$ cat src/rtl/ps2_key_event.sv
// PS/2 keyboard front end: sync + clock filter + 11-bit frame deserialiser + E0/F0 prefix collapse.
// Latency: key_valid/frame_err one cycle after the stop-bit strobe; no backpressure (strobes are fire-and-forget).
// Optional odd-parity enforcement under `define PS2_PARITY_CHECK_EN.
module ps2_key_event #(
  parameter int FILTER_LEN     = 8,
  parameter int TIMEOUT_CYCLES = 100000
) (
  input  logic        clk,
  input  logic        rst,
  input  logic        kclk,
  input  logic        kdata,
  output logic        key_valid,
  output logic [7:0]  key_code,
  output logic        key_ext,
  output logic        key_break,
  output logic        frame_err,
  output logic [31:0] keycode_hist
);

  localparam int TW = $clog2(TIMEOUT_CYCLES + 1);
  localparam logic [7:0]    FL_M1  = 8'(FILTER_LEN - 1);
  localparam logic [TW-1:0] TMO_M1 = TW'(TIMEOUT_CYCLES - 1);

  typedef enum logic [1:0] {IDLE, DATA, PARITY, STOP} state_t;

  logic          kclk_s1, kclk_s2, kdata_s1, kdata_s2;
  logic          kclk_f, kclk_f_d;
  logic [7:0]    flt_cnt;
  logic          strobe;
  state_t        state, state_n;
  logic [2:0]    bit_cnt;
  logic [7:0]    shreg;
  logic [TW-1:0] tmo_cnt;
  logic          tmo_hit, accept, drop, parity_ok;
  logic          ext_pend, brk_pend;

  always_ff @(posedge clk) begin
    if (rst) begin
      kclk_s1  <= 1'b1;
      kclk_s2  <= 1'b1;
      kdata_s1 <= 1'b1;
      kdata_s2 <= 1'b1;
    end else begin
      kclk_s1  <= kclk;
      kclk_s2  <= kclk_s1;
      kdata_s1 <= kdata;
      kdata_s2 <= kdata_s1;
    end
  end

  // Level only moves after FILTER_LEN consecutive samples disagree with it.
  always_ff @(posedge clk) begin
    if (rst) begin
      kclk_f   <= 1'b1;
      kclk_f_d <= 1'b1;
      flt_cnt  <= '0;
    end else begin
      kclk_f_d <= kclk_f;
      if (kclk_s2 == kclk_f) begin
        flt_cnt <= '0;
      end else if (flt_cnt == FL_M1) begin
        kclk_f  <= kclk_s2;
        flt_cnt <= '0;
      end else begin
        flt_cnt <= flt_cnt + 8'd1;
      end
    end
  end

  assign strobe  = kclk_f_d & ~kclk_f;
  assign tmo_hit = (state != IDLE) && !strobe && (tmo_cnt == TMO_M1);

`ifdef PS2_PARITY_CHECK_EN
  logic par_bit;
  always_ff @(posedge clk) begin
    if (rst)                              par_bit <= 1'b0;
    else if (strobe && state == PARITY)   par_bit <= kdata_s2;
  end
  assign parity_ok = ^{shreg, par_bit};
`else
  assign parity_ok = 1'b1;
`endif

  always_comb begin
    state_n = state;
    accept  = 1'b0;
    drop    = 1'b0;
    if (tmo_hit) begin
      state_n = IDLE;
      drop    = 1'b1;
    end else if (strobe) begin
      case (state)
        IDLE:    if (!kdata_s2) state_n = DATA;
        DATA:    if (bit_cnt == 3'd7) state_n = PARITY;
        PARITY:  state_n = STOP;
        STOP: begin
          state_n = IDLE;
          if (kdata_s2 && parity_ok) accept = 1'b1;
          else                       drop   = 1'b1;
        end
        default: state_n = IDLE;
      endcase
    end
  end

  always_ff @(posedge clk) begin
    if (rst) begin
      state   <= IDLE;
      bit_cnt <= '0;
      shreg   <= '0;
      tmo_cnt <= '0;
    end else begin
      state <= state_n;
      if (state != DATA || tmo_hit) begin
        bit_cnt <= '0;
      end else if (strobe) begin
        bit_cnt <= bit_cnt + 3'd1;
        shreg   <= {kdata_s2, shreg[7:1]};
      end
      if (state == IDLE || strobe || tmo_hit) tmo_cnt <= '0;
      else                                    tmo_cnt <= tmo_cnt + 1'b1;
    end
  end

  always_ff @(posedge clk) begin
    if (rst) begin
      key_valid    <= 1'b0;
      key_code     <= '0;
      key_ext      <= 1'b0;
      key_break    <= 1'b0;
      frame_err    <= 1'b0;
      keycode_hist <= '0;
      ext_pend     <= 1'b0;
      brk_pend     <= 1'b0;
    end else begin
      key_valid <= 1'b0;
      frame_err <= 1'b0;
      if (drop) begin
        frame_err <= 1'b1;
        ext_pend  <= 1'b0;
        brk_pend  <= 1'b0;
      end else if (accept) begin
        keycode_hist <= {keycode_hist[23:0], shreg};
        if (shreg == 8'hE0) begin
          ext_pend <= 1'b1;
        end else if (shreg == 8'hF0) begin
          brk_pend <= 1'b1;
        end else begin
          key_valid <= 1'b1;
          key_code  <= shreg;
          key_ext   <= ext_pend;
          key_break <= brk_pend;
          ext_pend  <= 1'b0;
          brk_pend  <= 1'b0;
        end
      end
    end
  end

endmodule

$ cat config.mk
export PLATFORM = sky130hd
export DESIGN_NAME = ps2_key_event
export DESIGN_NICKNAME = d
export VERILOG_FILES = /design/src/rtl/ps2_key_event.sv
export SDC_FILE = /design/constraint.sdc
export NUM_CORES = 1
export LEC_CHECK = 0
export CAP_MARGIN = 20
export CORE_MARGIN = 2
export CORE_UTILIZATION = 45
export DETAILED_ROUTE_END_ITERATION = 7
export PLACE_DENSITY = 0.7
export REMOVE_ABC_BUFFERS = 1
export SKIP_CTS_REPAIR_TIMING = 1
export SLEW_MARGIN = 10
export SYNTH_ARGS = -nofsm -noshare
export SYNTH_HDL_FRONTEND = slang
export SYNTH_SLANG_ARGS = --single-unit
$ cat constraint.sdc
create_clock -name clk -period 1.45 [get_ports clk]
set_input_delay 0.29 -clock clk [delete_from_list [all_inputs] [get_ports clk]]
set_output_delay 0.29 -clock clk [all_outputs]
set_load 0.02 [all_outputs]
==> flow_summary.rst, run 1 <==
.. list-table::
   :header-rows: 1

   * - Metric
     - Value
   * - Maximum buffer depth of the clock tree
     - 2
   * - Top post-synthesis cells by area
     - sky130_fd_sc_hd__dfxtp_1 51%, sky130_fd_sc_hd__nand2_1 9.3%, sky130_fd_sc_hd__a21oi_1 5.8%
   * - Clock group share of total power
     - about two fifths
   * - Top cell type's share of synthesized area
     - between 50 and 60%
   * - Number of storage elements in the synthesis netlist
     - 90
   * - Cell with the most instances after synthesis
     - sky130_fd_sc_hd__dfxtp_1
   * - Initial Utilization
     - ~46%
   * - Total GRT Usage
     - between 15 and 20%
   * - Final worst-path cycle share
     - 102%
   * - Critical Path RT
     - about 1700 ps
   * - Clock sink count
     - 90
   * - Relative area change from synthesis to final layout
     - 39.8%
   * - Vias post-DR
     - 2910
   * - Routability-driven placement congestion ratio
     - around 0.8
   * - Avg Synthesized Cell Area
     - 9.18 um^2
   * - Number of global-route vias before repair
     - approximately 2700
   * - Minimum setup slack in the final design
     - -33.3 ps
   * - Flip-flop cell with the highest count after synthesis
     - sky130_fd_sc_hd__dfxtp_1
   * - Comb power frac
     - under 10%
   * - Std-Cell Core Area
     - between 7000 and 8000 um^2
   * - Family with the most delay on the worst path
     - simple AND/OR/NAND/NOR gates
   * - Relative contribution of sequential cells to total power
     - between 50% and 60%
   * - DRC violations left
     - 0
   * - Failing checks
     - negative setup slack
   * - Path type of the worst setup path
     - reg2reg
   * - Slew Limit Headroom
     - a little under three quarters
   * - Pwr/cell area
     - 887 nW/um^2
   * - Number of search-and-repair iterations in the first detailed-routing pass
     - 4
   * - Die span in x
     - between 90 and 100 um
   * - Number of clock buffers inserted by TritonCTS
     - 9
   * - Min-delay worst type
     - in2reg
   * - Insertion delay to the later sink of the worst-skew pair
     - between 300 and 400 ps
   * - Tot Pwr
     - between 4000 and 5000 uW
   * - Switching Share
     - 23.6%
   * - Worst setup endpoint
     - tmo_cnt[6]$_SDFF_PP0_
   * - Reported leakage power
     - between 0.002 and 0.003 uW
   * - Longest individual stage delay on the worst path
     - 360 ps
   * - Pins Over Slew Limit
     - 0
   * - Average routed wire per standard cell
     - 13.5 um
   * - Total wire length
     - ~8000 um
   * - Arrival time at the worst endpoint
     - 1740 ps
   * - Floorplan die height
     - between 90 and 100 um
   * - Final-report setup violation count
     - 22
   * - Warnings, synthesis
     - 0
   * - CP Cell Sequence
     - and4bb_2 -> nand4_4 -> buf_6 -> buf_6 -> nand2_4 -> buf_6 -> nor2_1
   * - Number of flops mapped to enable cells by yosys
     - 0
   * - Synthesized instance count
     - 384
   * - Least-Margin Pin Slew
     - between 400 and 500 ps
   * - Commonest cells post-synth
     - 90 x sky130_fd_sc_hd__dfxtp_1, 87 x sky130_fd_sc_hd__nand2_1, 41 x sky130_fd_sc_hd__a21oi_1
   * - Final number of hold-violating endpoints
     - 0
   * - Minimum setup slack among reg-to-reg paths
     - -30 ps
   * - I/O pin total
     - 48
   * - Critical path buffers and inverters
     - 3
   * - Remaining antenna violation count
     - 0
   * - Wire length of the first global-routing pass
     - around 12000 um
   * - Antenna diode instance count
     - 0
   * - Overflow left after global routing
     - 0
   * - Buffer type at the clock tree root
     - sky130_fd_sc_hd__clkbuf_8
   * - Number of nets at the end of the flow
     - 488
   * - NetSw
     - ~1000 uW
   * - Library cell contributing the largest single delay on the critical path
     - sky130_fd_sc_hd__dfxtp_1
   * - Die Footprint
     - around 8600 um^2
   * - Maximum number of pins on one net before global-route repair
     - 44
   * - Category of the worst setup path launch point
     - flop
   * - Port buffer count
     - 47
   * - Cell count along the critical path
     - 7
   * - Number of placement rows
     - 32
   * - Timing-limited maximum frequency
     - 674 MHz
   * - Largest vdd supply drop
     - between 0.6 and 0.7 mV
   * - Total negative slack
     - -359 ps
   * - Antenna violations before repair
     - 0
   * - Crit. Startpoint
     - tmo_cnt[11]$_SDFF_PP0_
   * - Via count normalized by instance count
     - 4.99
   * - Capture instance of the worst register-to-register path
     - tmo_cnt[6]$_SDFF_PP0_
   * - Result of the run
     - complete, but fails checks
   * - Sequential element share of the synthesized area
     - roughly half
   * - Cell taking the most area after synthesis
     - sky130_fd_sc_hd__dfxtp_1
   * - Reg2reg start
     - tmo_cnt[11]$_SDFF_PP0_
   * - Proportion of layout cells with a drive suffix above 1
     - between 20% and 30%
   * - Mapped cell area
     - 3530 um^2
   * - CTS clock-pin slew for the worst setup and hold paths
     - around 100 ps
   * - Internal power
     - 3340 uW
   * - Worst Path Max Fanout
     - 5
   * - Final critical path time including I/O delays and setup
     - ~1500 ps
   * - Most prevalent standard cell on the critical path
     - sky130_fd_sc_hd__buf_6
   * - Clock tree from TritonCTS
     - built
   * - HPWL Detailed
     - 5100 um
   * - Setup Skew
     - approximately 16 ps
   * - Initial DRC count
     - 72
   * - Async S/R FF share, synth
     - 0%
   * - Type of destination of the critical path
     - flop
   * - RSZ-0062 raised after global routing
     - yes
   * - Count of fill cells added during filler insertion
     - roughly 640
   * - Number of levels in the clock H-tree
     - 3
   * - Depth of the worst register-to-register path
     - 7
   * - Count of distinct cell types in the synthesized netlist
     - 45
   * - Maximum Capacitance Violations
     - 0
[worst min path at each step]
| stage | slack, ps | from | depth (start not counted) | end |
|---|---|---|---|---|
| after floorplan | 360 | rst | 1 | key_break$_SDFFE_PP0P_ |
| after global placement | 400 | kclk_s1$_SDFF_PP1_ | 1 | kclk_s2$_SDFF_PP1_ |
| after detailed placement | 400 | kdata_s1$_SDFF_PP1_ | 1 | kdata_s2$_SDFF_PP1_ |
| after CTS | 160 | rst | 2 | keycode_hist[19]$_SDFFE_PP0P_ |
| after global routing | 230 | rst | 2 | keycode_hist[19]$_SDFFE_PP0P_ |
| final | 190 | rst | 2 | keycode_hist[19]$_SDFFE_PP0P_ |
[registers in the layout, indices dropped and copies added (netlist names), 2 cells and up]
register	flops
flt_cnt	8
key_code	8
shreg	8
bit_cnt	3
keycode_hist	32
tmo_cnt	17
state	2
[per-stage QoR]
stage / cells / hold WS (ps) / util (%) / worst slack [ps] / instance area (um^2)
global placement: 558 / 395 / 56.9 / -76.5 / 4350
detailed placement: 558 / 397 / 56.9 / -150 / 4350
finish: 583 / 190 / 64.5 / -33.3 / 4930
global route: 583 / 227 / 64.5 / -97.8 / 4930
floorplan: 367 / 359 / - / -494 / 3430
CTS: 574 / 164 / 59.7 / -226 / 4570
[kinds of logic after synthesis]
logic type,count (synthesis),share of synthesized area [%]
xor gates and xnor gates,23,5.71
adders and majority gates,8,2.84
muxes,12,3.41
AOI/OAI and AO/OA,50,9.23
DFF,90,51.1
and+or+nand+nor,177,24.3
buffers and inverters,24,3.41
[power by group through the flow]
stage	clock network, uW	registers (uW)	logic (uW)
after CTS	1880	2480	53.9
after detailed placement	0	2540	53.9
after floorplan	0	2540	14.7
final	1840	2480	60.1
after global routing	1970	2480	66.3
after global placement	0	2540	53.4
[layer usage]
| layer | vias up | GRT usage, % | share of wire, % |
|---|---|---|---|
| met5 | - | 0 | 0 |
| met4 | 0 | 8.21 | 1.6 |
| met3 | 12 | 3.42 | 3.2 |
| met2 | 35 | 28.8 | 49 |
| met1 | 1389 | 23.3 | 46 |
| li1 | 1474 | - | - |
[layout make-up]
| class | count | area [um^2] | share of cell area [%] |
|---|---|---|---|
| Clock buffer | 9 | 124 | 2.51 |
| Clock inverter | 7 | 90.1 | 1.83 |
| Inverter | 7 | 26.3 | 0.533 |
| Multi-Input combinational cell | 270 | 1740 | 35.3 |
| Sequential cell | 90 | 1810 | 36.7 |
| Tap cell | 102 | 128 | 2.59 |
| Timing Repair Buffer | 98 | 1010 | 20.5 |
[worst reg2reg max path, delay by kind of cell, from the launching register on]
kind,cells,cell delay [ps]
buffers and inverters,3,400
AND/OR/NAND/NOR,4,620
flip-flops,1,360
[cells in the final DEF, fill, tap and decap left out, types with 3 or more instances in the layout]
master and n:
sky130_fd_sc_hd__nand2_1 87, sky130_fd_sc_hd__dfxtp_1 84, sky130_fd_sc_hd__dlymetal6s2s_1 44, sky130_fd_sc_hd__buf_4 43
sky130_fd_sc_hd__a21oi_1 40, sky130_fd_sc_hd__nor2_1 37, sky130_fd_sc_hd__xnor2_1 13, sky130_fd_sc_hd__mux2i_1 12
sky130_fd_sc_hd__xor2_1 10, sky130_fd_sc_hd__clkbuf_8 9, sky130_fd_sc_hd__nand3_1 8, sky130_fd_sc_hd__inv_1 7
sky130_fd_sc_hd__dfxtp_2 6, sky130_fd_sc_hd__buf_6 6, sky130_fd_sc_hd__or2_2 5, sky130_fd_sc_hd__ha_1 5
sky130_fd_sc_hd__nand4_1 4, sky130_fd_sc_hd__nor4_2 3, sky130_fd_sc_hd__nor3_2 3, sky130_fd_sc_hd__nor4_1 3
sky130_fd_sc_hd__inv_8 3
(Power assumes the default switching activity.)
==> inputs of run 2 (changes only) <==
--- a/config.mk
+++ b/config.mk
@@ -5,7 +5,7 @@
 export SDC_FILE = /design/constraint.sdc
 export NUM_CORES = 1
 export LEC_CHECK = 0
-export CAP_MARGIN = 20
+export CAP_MARGIN = 10
 export CORE_MARGIN = 2
 export CORE_UTILIZATION = 45
 export DETAILED_ROUTE_END_ITERATION = 7
==> results of run 2 <==
Same layout as run 1: the final DEF is identical, and so are final timing and power.
